$ cat src/rtl/control_pkg.sv
// Shared definitions for the simulation test-control page.
// Contents: register offsets (selected by adr_i[3:2]), STATUS bit positions,
// dump FSM state encoding, and the Wishbone byte-lane merge helper.
package control_pkg;

    localparam int unsigned WB_DW     = 32;
    localparam int unsigned REG_OFS_W = 2;

    // Register offsets as word indices
    localparam logic [REG_OFS_W-1:0] SIG_BEGIN_OFS = 2'd0;
    localparam logic [REG_OFS_W-1:0] SIG_END_OFS   = 2'd1;
    localparam logic [REG_OFS_W-1:0] STOP_OFS      = 2'd2;
    localparam logic [REG_OFS_W-1:0] STATUS_OFS    = 2'd3;

    // STATUS register bit positions
    localparam int unsigned STATUS_BUSY_BIT = 0;
    localparam int unsigned STATUS_DONE_BIT = 1;

    // Dump FSM encoding
    localparam logic [1:0] ST_IDLE_ENC = 2'd0;
    localparam logic [1:0] ST_DUMP_ENC = 2'd1;
    localparam logic [1:0] ST_DONE_ENC = 2'd2;

    typedef enum logic [1:0] {
        ST_IDLE = ST_IDLE_ENC,
        ST_DUMP = ST_DUMP_ENC,
        ST_DONE = ST_DONE_ENC
    } state_e;

    // Replace the byte lanes of old_val enabled by sel with those of wdat
    function automatic logic [WB_DW-1:0] wb_merge(input logic [WB_DW-1:0] old_val,
                                                  input logic [WB_DW-1:0] wdat,
                                                  input logic [3:0]       sel);
        logic [WB_DW-1:0] res;
        res = old_val;
        for (int i = 0; i < 4; i++) begin
            if (sel[i]) res[i*8 +: 8] = wdat[i*8 +: 8];
        end
        return res;
    endfunction

endpackage

$ cat src/rtl/sig_dumper.sv
// Signature dump engine: walks the word window [i_begin, i_end) one address
// per cycle, translates each address into a RAM word index, and presents the
// returned RAM word (or zero for addresses outside RAM) on the signature port.
// Ports:
//   clk_i, rst_i        clock, asynchronous active-low reset
//   i_start             one-cycle pulse: accepted STOP write this cycle
//   i_begin, i_end      window bounds (bits [1:0] are zero)
//   o_mem_adr           RAM word index, registered
//   i_mem_dat           RAM word, valid the cycle after o_mem_adr
//   o_sig_valid         registered signature strobe
//   o_sig_data_c        signature word, combinational mux of i_mem_dat
//   o_done              registered, sticky until reset
//   o_busy_c, o_idle_c  state decode for STATUS and write blocking
module sig_dumper
    import control_pkg::*;
#(
    parameter logic [31:0] MEMORY_BASE_ADDRESS = 32'h2000_0000,
    parameter int unsigned MEMORY_SIZE         = 32'h0000_4000
) (
    input  logic                             clk_i,
    input  logic                             rst_i,
    input  logic                             i_start,
    input  logic [31:0]                      i_begin,
    input  logic [31:0]                      i_end,
    output logic [$clog2(MEMORY_SIZE/4)-1:0] o_mem_adr,
    input  logic [31:0]                      i_mem_dat,
    output logic                             o_sig_valid,
    output logic [31:0]                      o_sig_data_c,
    output logic                             o_done,
    output logic                             o_busy_c,
    output logic                             o_idle_c
);

    localparam int unsigned MEM_AW = $clog2(MEMORY_SIZE / 4);
    localparam int unsigned CNT_W  = 30;

    state_e              r_state, w_state_nxt;
    logic [31:0]         r_addr, w_addr_nxt;
    logic [CNT_W-1:0]    r_cnt, w_cnt_nxt;
    logic [MEM_AW-1:0]   r_mem_adr, w_mem_adr_nxt;
    logic                r_issue, w_issue_nxt;
    logic                r_issue_inr, w_issue_inr_nxt;
    logic                r_valid, r_valid_inr;
    logic                r_done, w_done_nxt;

    logic [31:0]         w_span;
    logic [CNT_W-1:0]    w_words;
    logic [31:0]         w_mem_ofs;
    logic                w_in_range;
    logic                w_unused;

    // Word count of the window; an empty or inverted window dumps nothing
    assign w_span  = i_end - i_begin;
    assign w_words = (i_end > i_begin) ? w_span[31:2] : '0;

    // Offset into RAM; unsigned compare covers both ends of the RAM range
    assign w_mem_ofs  = r_addr - MEMORY_BASE_ADDRESS;
    assign w_in_range = (w_mem_ofs < 32'(MEMORY_SIZE));

    assign w_unused = &{1'b0, w_span[1:0]};

    // State register
    always_ff @(posedge clk_i or negedge rst_i) begin
        if (!rst_i) r_state <= ST_IDLE;
        else        r_state <= w_state_nxt;
    end

    // Next-state and datapath update
    always_comb begin
        w_state_nxt     = r_state;
        w_addr_nxt      = r_addr;
        w_cnt_nxt       = r_cnt;
        w_mem_adr_nxt   = r_mem_adr;
        w_issue_nxt     = 1'b0;
        w_issue_inr_nxt = 1'b0;
        w_done_nxt      = r_done;
        case (r_state)
            ST_IDLE: begin
                if (i_start) begin
                    w_state_nxt = ST_DUMP;
                    w_addr_nxt  = i_begin;
                    w_cnt_nxt   = w_words;
                end
            end
            ST_DUMP: begin
                if (r_cnt != '0) begin
                    w_issue_nxt     = 1'b1;
                    w_issue_inr_nxt = w_in_range;
                    w_mem_adr_nxt   = w_mem_ofs[MEM_AW+1:2];
                    w_addr_nxt      = r_addr + 32'd4;
                    w_cnt_nxt       = r_cnt - CNT_W'(1);
                end else if (!r_issue) begin
                    // Last address issued and its data word already out
                    w_state_nxt = ST_DONE;
                    w_done_nxt  = 1'b1;
                end
            end
            ST_DONE: begin
                w_done_nxt = 1'b1;
            end
            default: begin
                w_state_nxt = ST_IDLE;
            end
        endcase
    end

    // Address stage plus one-cycle alignment stage matching RAM read latency
    always_ff @(posedge clk_i or negedge rst_i) begin
        if (!rst_i) begin
            r_addr      <= '0;
            r_cnt       <= '0;
            r_mem_adr   <= '0;
            r_issue     <= 1'b0;
            r_issue_inr <= 1'b0;
            r_valid     <= 1'b0;
            r_valid_inr <= 1'b0;
            r_done      <= 1'b0;
        end else begin
            r_addr      <= w_addr_nxt;
            r_cnt       <= w_cnt_nxt;
            r_mem_adr   <= w_mem_adr_nxt;
            r_issue     <= w_issue_nxt;
            r_issue_inr <= w_issue_inr_nxt;
            r_valid     <= r_issue;
            r_valid_inr <= r_issue_inr;
            r_done      <= w_done_nxt;
        end
    end

    assign o_mem_adr    = r_mem_adr;
    assign o_sig_valid  = r_valid;
    // RAM data arrives in the valid cycle itself, so it cannot be registered here
    assign o_sig_data_c = (r_valid && r_valid_inr) ? i_mem_dat : 32'd0;
    assign o_done       = r_done;
    assign o_busy_c     = (r_state == ST_DUMP);
    assign o_idle_c     = (r_state == ST_IDLE);

endmodule

$ cat src/rtl/sim_control.sv
// Test-control page of the simulation SoC: Wishbone-B4 classic slave with the
// SIG_BEGIN / SIG_END / STOP / STATUS registers, driving the signature dumper.
// Ports:
//   clk_i, rst_i                  clock, asynchronous active-low reset
//   cyc_i, stb_i, we_i, adr_i,
//   sel_i, dat_i                  Wishbone request
//   dat_o, ack_o, err_o, rty_o    Wishbone response (dat_o is 0 outside ack)
//   mem_adr_o, mem_dat_i          side read port into RAM
//   sig_valid_o, sig_data_o       signature word stream
//   done_o                        dump complete, sticky until reset
// Build option: CONTROL_SIM_DUMP_EN prints each signature word and ends the
// simulation on done_o.
module sim_control
    import control_pkg::*;
#(
    parameter logic [31:0] BASE_ADDRESS        = 32'h3000_0000,
    parameter logic [31:0] MEMORY_BASE_ADDRESS = 32'h2000_0000,
    parameter int unsigned MEMORY_SIZE         = 32'h0000_4000
) (
    input  logic                             clk_i,
    input  logic                             rst_i,
    input  logic                             cyc_i,
    input  logic                             stb_i,
    input  logic                             we_i,
    input  logic [31:0]                      adr_i,
    input  logic [3:0]                       sel_i,
    input  logic [31:0]                      dat_i,
    output logic [31:0]                      dat_o,
    output logic                             ack_o,
    output logic                             err_o,
    output logic                             rty_o,
    output logic [$clog2(MEMORY_SIZE/4)-1:0] mem_adr_o,
    input  logic [31:0]                      mem_dat_i,
    output logic                             sig_valid_o,
    output logic [31:0]                      sig_data_o,
    output logic                             done_o
);

    logic [31:2]            r_begin;
    logic [31:2]            r_end;
    logic                   r_ack;
    logic [31:0]            r_dat;

    logic                   w_sel;
    logic                   w_req;
    logic                   w_wr;
    logic                   w_start;
    logic                   w_idle;
    logic                   w_busy;
    logic                   w_done;
    logic [REG_OFS_W-1:0]   w_ofs;
    logic [31:0]            w_begin_full;
    logic [31:0]            w_end_full;
    logic [31:0]            w_begin_nxt;
    logic [31:0]            w_end_nxt;
    logic [31:0]            w_rdata;
    logic                   w_sig_valid;
    logic [31:0]            w_sig_data;
    logic                   w_unused;

    // Address decode; ack_o low gates a new request so a held strobe is served every other cycle
    assign w_sel   = cyc_i & stb_i & (adr_i[31:4] == BASE_ADDRESS[31:4]);
    assign w_ofs   = adr_i[3:2];
    assign w_req   = w_sel & ~r_ack;
    assign w_wr    = w_req & we_i & w_idle;
    assign w_start = w_wr & (w_ofs == STOP_OFS);

    assign w_unused = &{1'b0, adr_i[1:0]};

    assign w_begin_full = {r_begin, 2'b00};
    assign w_end_full   = {r_end, 2'b00};
    assign w_begin_nxt  = wb_merge(w_begin_full, dat_i, sel_i);
    assign w_end_nxt    = wb_merge(w_end_full, dat_i, sel_i);

    // Read data selection
    always_comb begin
        w_rdata = '0;
        case (w_ofs)
            SIG_BEGIN_OFS: w_rdata = w_begin_full;
            SIG_END_OFS:   w_rdata = w_end_full;
            STATUS_OFS: begin
                w_rdata[STATUS_BUSY_BIT] = w_busy;
                w_rdata[STATUS_DONE_BIT] = w_done;
            end
            default:       w_rdata = '0;
        endcase
    end

    // Bus response and window registers; writes land on the edge that raises ack
    always_ff @(posedge clk_i or negedge rst_i) begin
        if (!rst_i) begin
            r_ack   <= 1'b0;
            r_dat   <= '0;
            r_begin <= '0;
            r_end   <= '0;
        end else begin
            r_ack <= w_req;
            r_dat <= (w_req && !we_i) ? w_rdata : 32'd0;
            if (w_wr && (w_ofs == SIG_BEGIN_OFS)) r_begin <= w_begin_nxt[31:2];
            if (w_wr && (w_ofs == SIG_END_OFS))   r_end   <= w_end_nxt[31:2];
        end
    end

    sig_dumper #(
        .MEMORY_BASE_ADDRESS (MEMORY_BASE_ADDRESS),
        .MEMORY_SIZE         (MEMORY_SIZE)
    ) u_sig_dumper (
        .clk_i        (clk_i),
        .rst_i        (rst_i),
        .i_start      (w_start),
        .i_begin      (w_begin_full),
        .i_end        (w_end_full),
        .o_mem_adr    (mem_adr_o),
        .i_mem_dat    (mem_dat_i),
        .o_sig_valid  (w_sig_valid),
        .o_sig_data_c (w_sig_data),
        .o_done       (w_done),
        .o_busy_c     (w_busy),
        .o_idle_c     (w_idle)
    );

    assign dat_o       = r_dat;
    assign ack_o       = r_ack;
    assign err_o       = 1'b0;
    assign rty_o       = 1'b0;
    assign sig_valid_o = w_sig_valid;
    assign sig_data_o  = w_sig_data;
    assign done_o      = w_done;

`ifdef CONTROL_SIM_DUMP_EN
    // Sampled mid-cycle so the combinational signature word is settled
    always @(negedge clk_i) begin
        if (sig_valid_o) $display("%08x", sig_data_o);
        if (done_o) $finish;
    end
`else
    // Synthesizable build: the signature leaves only through sig_valid_o/sig_data_o.
`endif

endmodule

$ cat config.mk
export PLATFORM = sky130hd
export DESIGN_NAME = sim_control
export DESIGN_NICKNAME = d
export VERILOG_FILES = /design/src/rtl/control_pkg.sv /design/src/rtl/sig_dumper.sv /design/src/rtl/sim_control.sv
export SDC_FILE = /design/constraint.sdc
export NUM_CORES = 1
export LEC_CHECK = 0
export CAP_MARGIN = 15
export CORE_MARGIN = 2
export CORE_UTILIZATION = 25
export DETAILED_ROUTE_END_ITERATION = 6
export PLACE_DENSITY = 0.51
export SETUP_SLACK_MARGIN = 0.05
export SLEW_MARGIN = 0
export SYNTH_ARGS = -nofsm -noshare
export SYNTH_HDL_FRONTEND = slang
export SYNTH_SLANG_ARGS = --single-unit
$ cat constraint.sdc
create_clock -name clk_i -period 3.9 [get_ports clk_i]
set_input_delay 0.78 -clock clk_i [delete_from_list [all_inputs] [get_ports clk_i]]
set_output_delay 0.78 -clock clk_i [all_outputs]
set_load 0.01 [all_outputs]
=== Word-level counts from Yosys, hierarchy flattened ===
Cells that the tools add are included.
W data, S select, Z words.

* Reduce and logical (&&, ||, !) cells: 22
* Mux-type cells: 22
* Eq/ne operators: 10
* Bitwise logic cells: 8
* $lt $le $gt $ge: 2
* Add/subtract/negate cells: 4

{| class="wikitable"
|+ Operator list
! cell !! number
|-
| $mux W32 || 4
|-
| $pmux W30 S2 || 2
|-
| $mux W30 || 3
|-
| $pmux W32 S2 || 1
|-
| $add A32 B3 Y32 const B || 1
|-
| $gt A32 B32 Y1 || 1
|-
| $lt A32 B15 Y1 const B || 1
|-
| $sub A32 B30 Y32 const B || 1
|-
| $sub A32 B32 Y32 || 1
|-
| $reduce_bool A30 Y1 || 1
|-
| $sub A30 B1 Y30 const B || 1
|-
| $eq A28 B26 Y1 const B || 1
|-
| $reduce_and A2 Y1 || 9
|-
| $mux W2 || 4
|-
| $and A1 B1 Y1 || 6
|-
| $eq A2 B2 Y1 const B || 3
|-
| $mux W1 || 6
|-
| $pmux W2 S3 || 1
|-
| $reduce_and A3 Y1 || 2
|-
| $eq A2 B1 Y1 const B || 2
|-
| $logic_and A1 B1 Y1 || 4
|-
| $logic_not A2 Y1 || 2
|-
| $ne A2 B1 Y1 const B || 2
|-
| $ne A2 B2 Y1 const B || 2
|-
| other kinds (5) || 7
|}

* Bits in registers: 174
* Output and inout port bits: 81

=== Longest topological paths before layout ===
Gate-level depths: netlist of the first run.

* Word-level depth: 8
* Depth in mapped cells: 13
* Mapped depth without buffers: 11

=== Cells and area by module ===
A second synthesis of the first run with hierarchy kept.

* Cell total of the unflattened synthesis: 1,073
* Area total of the unflattened synthesis: 9,890.7 µm²

{| class="wikitable"
|+ By module, submodules not included
! module !! cells an instance !! area an instance (µm²) !! times used
|-
| sig_dumper || 816 || 6,115.9 || 1
|-
| sim_control || 257 || 3,774.9 || 1
|}

=== Least setup slack after synthesis of the first run ===
No wires, ideal clock.

* Path type: flip-flop to flip-flop
* Start: reg r_begin[7] in the netlist's numbering
* End: reg u_sig_dumper.r_cnt[14]
* Data arrival time: 2,707 ps
* Buffers on the path: 2
* Library setup time: 130 ps
* Cell stages (with the launch flop): 13
* Path slack: 1,063 ps
* Required time: 3,770 ps
* Cells stage by stage: dfrtp_1 inv_1 ha_1 a21o_1 a211o_1 o221a_2 a221o_1 a21oi_1 nor2b_1 nand2b_1 clkbuf_1 clkbuf_2 o21ai_0

* Cells in the longest elaborated chain, start to end: 4

{| class="wikitable"
|+ Ends and longest elaborated chain
! what !! line !! text
|-
| start, declared || sim_control.sv:39 || <nowiki>logic [31:2] r_begin;</nowiki>
|-
| start signal, assigned || sim_control.sv:99 || <nowiki>if (w_wr && (w_ofs == SIG_BEGIN_OFS)) r_begin <= w_begin_nxt[31:2];</nowiki>
|-
| $sub A32 B32 Y32 or $gt A32 B32 Y1 (tied branches) || sig_dumper.sv:53, sig_dumper.sv:54 ||
|-
| $mux W30 * || sig_dumper.sv:54 || <nowiki>assign w_words = (i_end > i_begin) ? w_span[31:2] : '0;</nowiki>
|-
| $mux W30 * || sig_dumper.sv:79 || <nowiki>if (i_start) begin</nowiki>
|-
| $pmux W30 S2 * || sig_dumper.sv:77 || <nowiki>case (r_state)</nowiki>
|-
| end signal, assigned || sig_dumper.sv:120 || <nowiki>r_cnt <= w_cnt_nxt;</nowiki>
|-
| end, declared || sig_dumper.sv:39 || <nowiki>logic [CNT_W-1:0] r_cnt, w_cnt_nxt;</nowiki>
|}

Mark *: on every way between the ends. The rest lies on a longest branch, timed or not. The select of a mux whose other input is x is not followed.
A chain may end at the register's enable or synchronous reset.

=== Worst setup path after layout of the first run ===
* Start: reg u_sig_dumper.r_cnt[8]
* End: reg u_sig_dumper.r_cnt[25]

* Cells in the longest elaborated chain, start to end: 3

{| class="wikitable"
|+ Ends and longest elaborated chain
! what !! line
|-
| $sub A30 B1 Y30 or $reduce_bool A30 Y1 (tied branches) || sig_dumper.sv:91, sig_dumper.sv:86
|-
| $mux W30 or $ne A2 B1 Y1 (tied branches) || --
|-
| $pmux W30 S2 or $reduce_and A3 Y1 (tied branches) || --
|}

Several ways; a longest one is shown, not always the timed one. The select of a mux whose other input is x is not followed.

==> run_summary.xml, run 1 <==
<?xml version="1.0" encoding="UTF-8"?>
<metrics>
  <group name="setup_path">
    <metric name="critical_path_end" unit="">u_sig_dumper.r_cnt[25]</metric>
    <metric name="arrival" unit="ps">3800</metric>
    <metric name="timing.critical_path.from" unit="">u_sig_dumper.r_cnt[8]</metric>
    <metric name="critical-path-max-stage-delay" unit="ps">670</metric>
    <metric name="cp_capture_type" unit="">flop</metric>
    <metric name="reg2reg_from" unit="">u_sig_dumper.r_cnt[8]</metric>
    <metric name="setup.worst_path.class" unit="">reg -&gt; reg</metric>
    <metric name="data_required_time_at_the_worst_endpoint" unit="ps">4230</metric>
    <metric name="cp_buf_inv_count" unit="">2</metric>
    <metric name="rr_worst_depth" unit="">11</metric>
    <metric name="critPathTopFamily" unit="">simple AND/OR/NAND/NOR gates</metric>
    <metric name="setup_slack_reg_to_reg" unit="ps">430</metric>
    <metric name="r2r-end" unit="">u_sig_dumper.r_cnt[25]</metric>
    <metric name="critical_path_cell_count" unit="">11</metric>
    <metric name="path_cells" unit="">or4_1 &gt; nor4_4 &gt; nand4_2 &gt; nand2_2 &gt; inv_2 &gt; o21ai_4 &gt; buf_4 &gt; nor3_1 &gt; a21oi_1 &gt; a2bb2oi_1 &gt; nand2_1</metric>
    <metric name="critPathSlowestCell" unit="">or4_1</metric>
    <metric name="path_max_fanout" unit="">21</metric>
    <metric name="category_of_the_worst_setup_path_launch_point" unit="">flop</metric>
  </group>
  <group name="cts">
    <metric name="cts_inserted_buffers" unit="">17</metric>
    <metric name="postCtsSetupRepairBufs" unit="">0</metric>
    <metric name="cts.sinks" unit="">172</metric>
    <metric name="clock_latency" unit="ps">450</metric>
    <metric name="cts_hold_buf" unit="">0</metric>
    <metric name="post_cts_resized" unit="">0</metric>
    <metric name="cts-root-to-sink-buffers" unit="">2</metric>
    <metric name="cts_tree" unit="">built</metric>
    <metric name="htree_num_levels" unit="">4</metric>
    <metric name="ctsRootBufferMaster" unit="">clkbuf_16</metric>
    <metric name="cts.reportedPaths.clkPinSlew" unit="ps">70</metric>
  </group>
  <group name="hold_path">
    <metric name="worst_hold_path_type" unit="">in -&gt; async</metric>
  </group>
  <group name="floorplan">
    <metric name="placeableCoreArea" unit="um^2">39800</metric>
    <metric name="start_util" unit="">0.254</metric>
    <metric name="rows" unit="">73</metric>
    <metric name="die_h" unit="um">205</metric>
    <metric name="die_area" unit="um^2">42000</metric>
    <metric name="num_io_pins" unit="">186</metric>
    <metric name="fp.dieW" unit="um">205</metric>
  </group>
  <group name="synthesis">
    <metric name="post_synth_num_cell_types" unit="">69</metric>
    <metric name="synth-seq-area-share" unit="">0.426</metric>
    <metric name="yosys.area_share.simple" unit="">0.180</metric>
    <metric name="synth-main-ff-cell" unit="">dfrtp_1</metric>
    <metric name="yosys.area.top_type" unit="">dfrtp_1</metric>
    <metric name="async_flop_share" unit="">1.00</metric>
    <metric name="yosys.cell_count.top_type" unit="">dfrtp_1</metric>
    <metric name="synth_enable_flop_cells" unit="">0</metric>
    <metric name="post_synth.cell_area_avg" unit="um^2">9.40</metric>
    <metric name="fraction_of_the_mapped_netlist_area_in_compound_gates" unit="">0.173</metric>
    <metric name="synth-adder-area-share" unit="">0.0490</metric>
    <metric name="yosys_reg_bits" unit="">172</metric>
    <metric name="synth_commonest_cells" unit="">dfrtp_1, nand2_1, o21ai_0</metric>
    <metric name="synth_cells" unit="">1075</metric>
    <metric name="netlist_top_cells_area" unit="">dfrtp_1, mux2_2, ha_1, nand2_1, mux2i_1</metric>
    <metric name="yosysWarningCount" unit="">0</metric>
    <metric name="synthMuxAreaShare" unit="">0.109</metric>
    <metric name="synth_top_family_by_area" unit="">simple AND/OR/NAND/NOR gates</metric>
    <metric name="synth_top_area_share" unit="">0.426</metric>
    <metric name="yosys.area_share.xor_xnor" unit="">0.0199</metric>
    <metric name="synth_area" unit="um^2">10100</metric>
  </group>
  <group name="global_route">
    <metric name="grtUsageTotal" unit="">0.154</metric>
    <metric name="grt_pass1_vias" unit="">8613</metric>
    <metric name="grt_pass1_wl" unit="um">49800</metric>
    <metric name="antenna_found_initial" unit="">1</metric>
    <metric name="grt_max_degree" unit="">68</metric>
    <metric name="grt-ovfl-total" unit="">0</metric>
  </group>
  <group name="sta">
    <metric name="fmaxAchievable" unit="MHz">288</metric>
    <metric name="clock_skew" unit="ps">11.4</metric>
    <metric name="max-slew-margin-rel" unit="">0.459</metric>
    <metric name="setup_violations" unit="">0</metric>
    <metric name="setup-tns-final" unit="ps">0</metric>
    <metric name="slew_viol_final" unit="">0</metric>
    <metric name="final.period_utilization" unit="">0.890</metric>
    <metric name="final-hold-violation-count" unit="">0</metric>
    <metric name="worst_hold_slack" unit="ps">314</metric>
    <metric name="rsz_0062_raised_after_global_routing" unit="">false</metric>
    <metric name="timing.final.crit_period" unit="ps">3470</metric>
    <metric name="tightest_slew" unit="ps">811</metric>
  </group>
  <group name="cells_and_area">
    <metric name="layout-drive-gt1-share" unit="">0.112</metric>
    <metric name="design.final.nets" unit="">1399</metric>
    <metric name="fill_cells" unit="">4172</metric>
    <metric name="area_growth" unit="%">30.1</metric>
  </group>
  <group name="route">
    <metric name="drt_wl_cell" unit="um">18.1</metric>
    <metric name="routed-via-count" unit="">8914</metric>
    <metric name="postRouteAntennaNets" unit="">0</metric>
    <metric name="routed_wirelength" unit="um">32400</metric>
    <metric name="drtPass1Iterations" unit="">6</metric>
    <metric name="detailedRoute.firstIterationViolations" unit="">690</metric>
    <metric name="drt_drc_violations_left" unit="">0</metric>
    <metric name="viasPerCell" unit="">4.97</metric>
  </group>
  <group name="flow_run">
    <metric name="cap_viol_max_count" unit="">0</metric>
  </group>
  <group name="place">
    <metric name="final_weighted_congestion_of_routability_driven_global_placement" unit="">0.787</metric>
    <metric name="dpl.hpwl" unit="um">24400</metric>
    <metric name="placement.io_buffers" unit="">179</metric>
  </group>
  <group name="power_and_ir_drop">
    <metric name="total_leakage_power" unit="nW">5.85</metric>
    <metric name="sw_frac_of_total" unit="">0.237</metric>
    <metric name="power.share.sequential" unit="">0.493</metric>
    <metric name="vdd_drop_max" unit="mV">0.312</metric>
    <metric name="power.internal" unit="mW">2.76</metric>
    <metric name="cellPowerDensity" unit="nW/um^2">275</metric>
    <metric name="clkPwrFrac" unit="">0.459</metric>
    <metric name="power.share.combinational" unit="">0.047</metric>
    <metric name="net-switching-power" unit="mW">0.855</metric>
  </group>
  <group name="run_status">
    <metric name="outcome" unit="">finished, final reports clean</metric>
  </group>
</metrics>
[sequential cells by signal, summed over array words and instances, names as in the netlist]
name,count
u_sig_dumper.o_done,1
dat_o,32
u_sig_dumper.r_addr,30
r_end,30
u_sig_dumper.r_state,2
r_begin,30
u_sig_dumper.r_issue_inr,1
u_sig_dumper.o_mem_adr,12
ack_o,1
u_sig_dumper.r_cnt,30
u_sig_dumper.o_sig_valid,1
u_sig_dumper.r_issue,1
u_sig_dumper.r_valid_inr,1
[per-layer routing]
layer	GRT usage	share of wire	vias up
met4	0.0375	0.011	0
met5	0	0	-
li1	-	-	4274
met2	0.250	0.46	273
met1	0.211	0.47	4341
met3	0.0285	0.061	26
[power by group through the flow]
stage	logic (mW)	registers [mW]	clock network, mW
2_1_floorplan	0.0197	1.82	0
3_5_place_dp	0.176	1.82	0
4_1_cts	0.176	1.78	1.70
6_report	0.171	1.78	1.66
5_1_grt	0.187	1.78	1.77
3_3_place_gp	0.175	1.82	0
[layout by cell type, fill, tap and decap left out, types with 7 or more instances in the layout]
| cell type | n |
|---|---|
| clkdlybuf4s50_1 | 177 |
| dfrtp_1 | 172 |
| nand2_1 | 120 |
| o21ai_0 | 67 |
| mux2_2 | 62 |
| nor2_1 | 61 |
| a21oi_1 | 58 |
| inv_1 | 53 |
| a22oi_1 | 42 |
| mux2i_1 | 40 |
| nor3_1 | 40 |
| and3_1 | 38 |
| ha_1 | 38 |
| buf_4 | 30 |
| nand3_1 | 22 |
| a21o_1 | 19 |
| clkbuf_16 | 17 |
| nor4_1 | 16 |
| or3_1 | 14 |
| xor2_1 | 13 |
| o211ai_1 | 12 |
| nand4_1 | 10 |
| xnor2_1 | 10 |
| or4_1 | 9 |
| o21a_1 | 8 |
| o31ai_1 | 8 |
| or2_2 | 7 |
[cell type report]
type	count	area, um^2	area share
multi-input cells	799	5380	0.409
flip-flops and latches	172	4300	0.328
repair buffers	211	2050	0.156
well taps	525	657	0.0500
clock buffers	17	425	0.0324
inverters	54	203	0.0154
clock inverters	13	119	0.00905
diodes	1	2.50	0.000190
[how the worst min path moves through the flow]
stage / endpoint / startpoint / cells past startpoint / slack [ps]
global route: dat_o[27] / rst_i / 1 / 350
finish: dat_o[28] / rst_i / 1 / 310
CTS: dat_o[28] / rst_i / 1 / 340
detailed placement: u_sig_dumper.r_valid_inr / u_sig_dumper.r_issue_inr / 0 / 350
floorplan: u_sig_dumper.r_valid_inr / u_sig_dumper.r_issue_inr / 0 / 330
global placement: u_sig_dumper.r_valid_inr / u_sig_dumper.r_issue_inr / 0 / 340
[logic make-up after synthesis]
kind of cell | after synthesis
other cells | 1
buf+inv | 105
simple gates | 366
xor+xnor | 23
mux | 102
fa+ha+maj | 39
compound gates | 267
flops | 172
[per-stage QoR]
step,util,power [mW],cells,setup slack (ps),cell area [um^2]
final,0.330,3.61,1792,429,13100
after floorplan,-,1.84,1076,1060,10100
after detailed placement,0.316,1.99,1761,395,12600
after global placement,0.316,1.99,1761,418,12600
after CTS,0.330,3.66,1791,366,13100
after global routing,0.330,3.73,1792,200,13100
Power figures use the tool's default switching activity.
==> run 2: changes to the inputs <==
ABC_CLOCK_PERIOD_IN_PS = 3900   (was not set)
CELL_PAD_IN_SITES_DETAIL_PLACEMENT = 1   (was not set)
CELL_PAD_IN_SITES_GLOBAL_PLACEMENT = 1   (was not set)
PLACE_DENSITY = 0.61   (was 0.51)
==> run_summary.xml, run 2 (synthesized netlist as in run 1, its figures left out) <==
<?xml version="1.0" encoding="UTF-8"?>
<metrics>
  <group name="floorplan">
    <metric name="placeableCoreArea" unit="um^2">39800</metric>
    <metric name="start_util" unit="">0.254</metric>
    <metric name="die_h" unit="um">205</metric>
    <metric name="die_area" unit="um^2">42000</metric>
    <metric name="fp.dieW" unit="um">205</metric>
    <metric name="rows" unit="">73</metric>
    <metric name="num_io_pins" unit="">186</metric>
  </group>
  <group name="cells_and_area">
    <metric name="most_frequent_cells_in_the_layout" unit="">clkdlybuf4s50_1, dfrtp_1, nand2_1</metric>
    <metric name="layout.area.seq" unit="um^2">4300</metric>
    <metric name="design.final.nets" unit="">1400</metric>
    <metric name="fill_cells" unit="">4588</metric>
    <metric name="largest_register_ffs" unit="">32</metric>
    <metric name="layout.cells.most_common" unit="">clkdlybuf4s50_1</metric>
    <metric name="final_cell_count_no_fill" unit="">1794</metric>
    <metric name="layout-drive-gt1-share" unit="">0.113</metric>
    <metric name="multi_input_comb_area" unit="um^2">5380</metric>
    <metric name="final_antenna_diode_count" unit="">0</metric>
    <metric name="area_growth" unit="%">30.4</metric>
  </group>
  <group name="setup_path">
    <metric name="path_cells" unit="">or4_1 &gt; nor4_4 &gt; nand4_2 &gt; nand2_2 &gt; inv_2 &gt; o21ai_4 &gt; buf_4 &gt; nor2_1 &gt; mux2_2 &gt; a22oi_1 &gt; o211ai_1</metric>
    <metric name="path_max_fanout" unit="">14</metric>
    <metric name="critical-path-max-stage-delay" unit="ps">680</metric>
    <metric name="cp_capture_type" unit="">flop</metric>
    <metric name="arrival" unit="ps">3770</metric>
    <metric name="setup.worst_path.class" unit="">reg -&gt; reg</metric>
    <metric name="data_required_time_at_the_worst_endpoint" unit="ps">4220</metric>
    <metric name="category_of_the_worst_setup_path_launch_point" unit="">flop</metric>
    <metric name="critPathSlowestCell" unit="">or4_1</metric>
  </group>
  <group name="global_route">
    <metric name="grt_pass1_wl" unit="um">54800</metric>
    <metric name="grt_max_degree" unit="">85</metric>
    <metric name="grt_pass1_vias" unit="">9525</metric>
    <metric name="grt-ovfl-total" unit="">0</metric>
    <metric name="antenna_found_initial" unit="">0</metric>
    <metric name="grtUsageTotal" unit="">0.169</metric>
  </group>
  <group name="sta">
    <metric name="max-slew-margin-rel" unit="">0.348</metric>
    <metric name="setup-tns-final" unit="ps">0</metric>
    <metric name="clock_skew" unit="ps">16.4</metric>
    <metric name="slew_viol_final" unit="">0</metric>
    <metric name="rsz_0062_raised_after_global_routing" unit="">false</metric>
    <metric name="final-hold-violation-count" unit="">0</metric>
    <metric name="final.period_utilization" unit="">0.886</metric>
    <metric name="fmaxAchievable" unit="MHz">290</metric>
    <metric name="setup_violations" unit="">0</metric>
    <metric name="tightest_slew" unit="ps">976</metric>
    <metric name="timing.final.crit_period" unit="ps">3450</metric>
  </group>
  <group name="route">
    <metric name="routed_wirelength" unit="um">34800</metric>
    <metric name="drt_drc_violations_left" unit="">0</metric>
    <metric name="routed-via-count" unit="">9035</metric>
    <metric name="drt_wl_cell" unit="um">19.4</metric>
    <metric name="postRouteAntennaNets" unit="">0</metric>
    <metric name="drtPass1Iterations" unit="">4</metric>
    <metric name="detailedRoute.firstIterationViolations" unit="">478</metric>
    <metric name="viasPerCell" unit="">5.04</metric>
  </group>
  <group name="place">
    <metric name="placement.io_buffers" unit="">179</metric>
    <metric name="dpl.hpwl" unit="um">26200</metric>
    <metric name="final_weighted_congestion_of_routability_driven_global_placement" unit="">0.783</metric>
    <metric name="numPlacedInstances" unit="">1762</metric>
  </group>
  <group name="hold_path">
    <metric name="worst_hold_path_type" unit="">reg -&gt; reg</metric>
  </group>
  <group name="run_status">
    <metric name="outcome" unit="">finished, final reports clean</metric>
  </group>
  <group name="cts">
    <metric name="clock_latency" unit="ps">450</metric>
    <metric name="htree_num_levels" unit="">4</metric>
    <metric name="cts_tree" unit="">built</metric>
    <metric name="cts_inserted_buffers" unit="">17</metric>
    <metric name="postCtsSetupRepairBufs" unit="">0</metric>
    <metric name="ctsRootBufferMaster" unit="">clkbuf_16</metric>
    <metric name="cts.reportedPaths.clkPinSlew" unit="ps">70</metric>
    <metric name="post_cts_resized" unit="">0</metric>
    <metric name="cts-root-to-sink-buffers" unit="">2</metric>
    <metric name="cts_hold_buf" unit="">0</metric>
    <metric name="cts.sinks" unit="">172</metric>
  </group>
  <group name="flow_run">
    <metric name="cap_viol_max_count" unit="">0</metric>
  </group>
  <group name="power_and_ir_drop">
    <metric name="vdd_drop_max" unit="mV">0.307</metric>
    <metric name="cellPowerDensity" unit="nW/um^2">280</metric>
    <metric name="total_leakage_power" unit="nW">5.88</metric>
  </group>
</metrics>
run 2: metal layers:
metal / wire, um / global-route usage / vias up
met4: 335 / 0.0331 / 0
met3: 1570 / 0.0282 / 23
met2: 16300 / 0.286 / 206
li1: - / - / 4282
met1: 16500 / 0.227 / 4524
met5: 0 / 0 / -
run 2: through the flow:
stage	setup slack (ps)	power (mW)	util	hold slack, ps	cell area (um^2)
after floorplan	1060	1.84	-	331	10100
after global placement	294	1.99	0.316	339	12600
after detailed placement	231	2.00	0.316	341	12600
after CTS	465	3.75	0.331	357	13200
after global routing	242	3.83	0.331	367	13200
final	446	3.70	0.331	357	13200
run 2: area by class of cell:
type                       instances  share of cell area
multi-input combinational        799               0.408
sequential                       172               0.327
timing repair buffer             212               0.156
tap                              525              0.0498
clock buffer                      20              0.0339
inverter                          54              0.0154
clock inverter                    12             0.00987
run 2: critical path, delay by kind of cell, from the launching register on:
| kind | cells | cell delay (ps) |
|---|---|---|
| buf+inv | 2 | 400 |
| simple gates | 5 | 1530 |
| flops | 1 | 460 |
| mux | 1 | 260 |
| compound gates | 3 | 680 |
run 2: worst paths after layout:
check | from | end | slack, ps | depth (start not counted)
min in group asynchronous | rst_i | dat_o[28] | 400 | 1
min | u_sig_dumper.r_issue_inr | u_sig_dumper.r_valid_inr | 360 | 0
max reg2reg | u_sig_dumper.r_cnt[8] | u_sig_dumper.r_cnt[27] | 450 | 11
min reg2reg | u_sig_dumper.r_issue_inr | u_sig_dumper.r_valid_inr | 360 | 0
max | u_sig_dumper.r_cnt[8] | u_sig_dumper.r_cnt[27] | 450 | 11
max in group asynchronous | rst_i | dat_o[21] | 2740 | 2
run 2: where the power goes:
part	switching, mW	total, mW	internal [mW]
Combinational	0.0725	0.173	0.100
Sequential	0.0000000000239	1.78	1.78
Clock	0.819	1.74	0.922
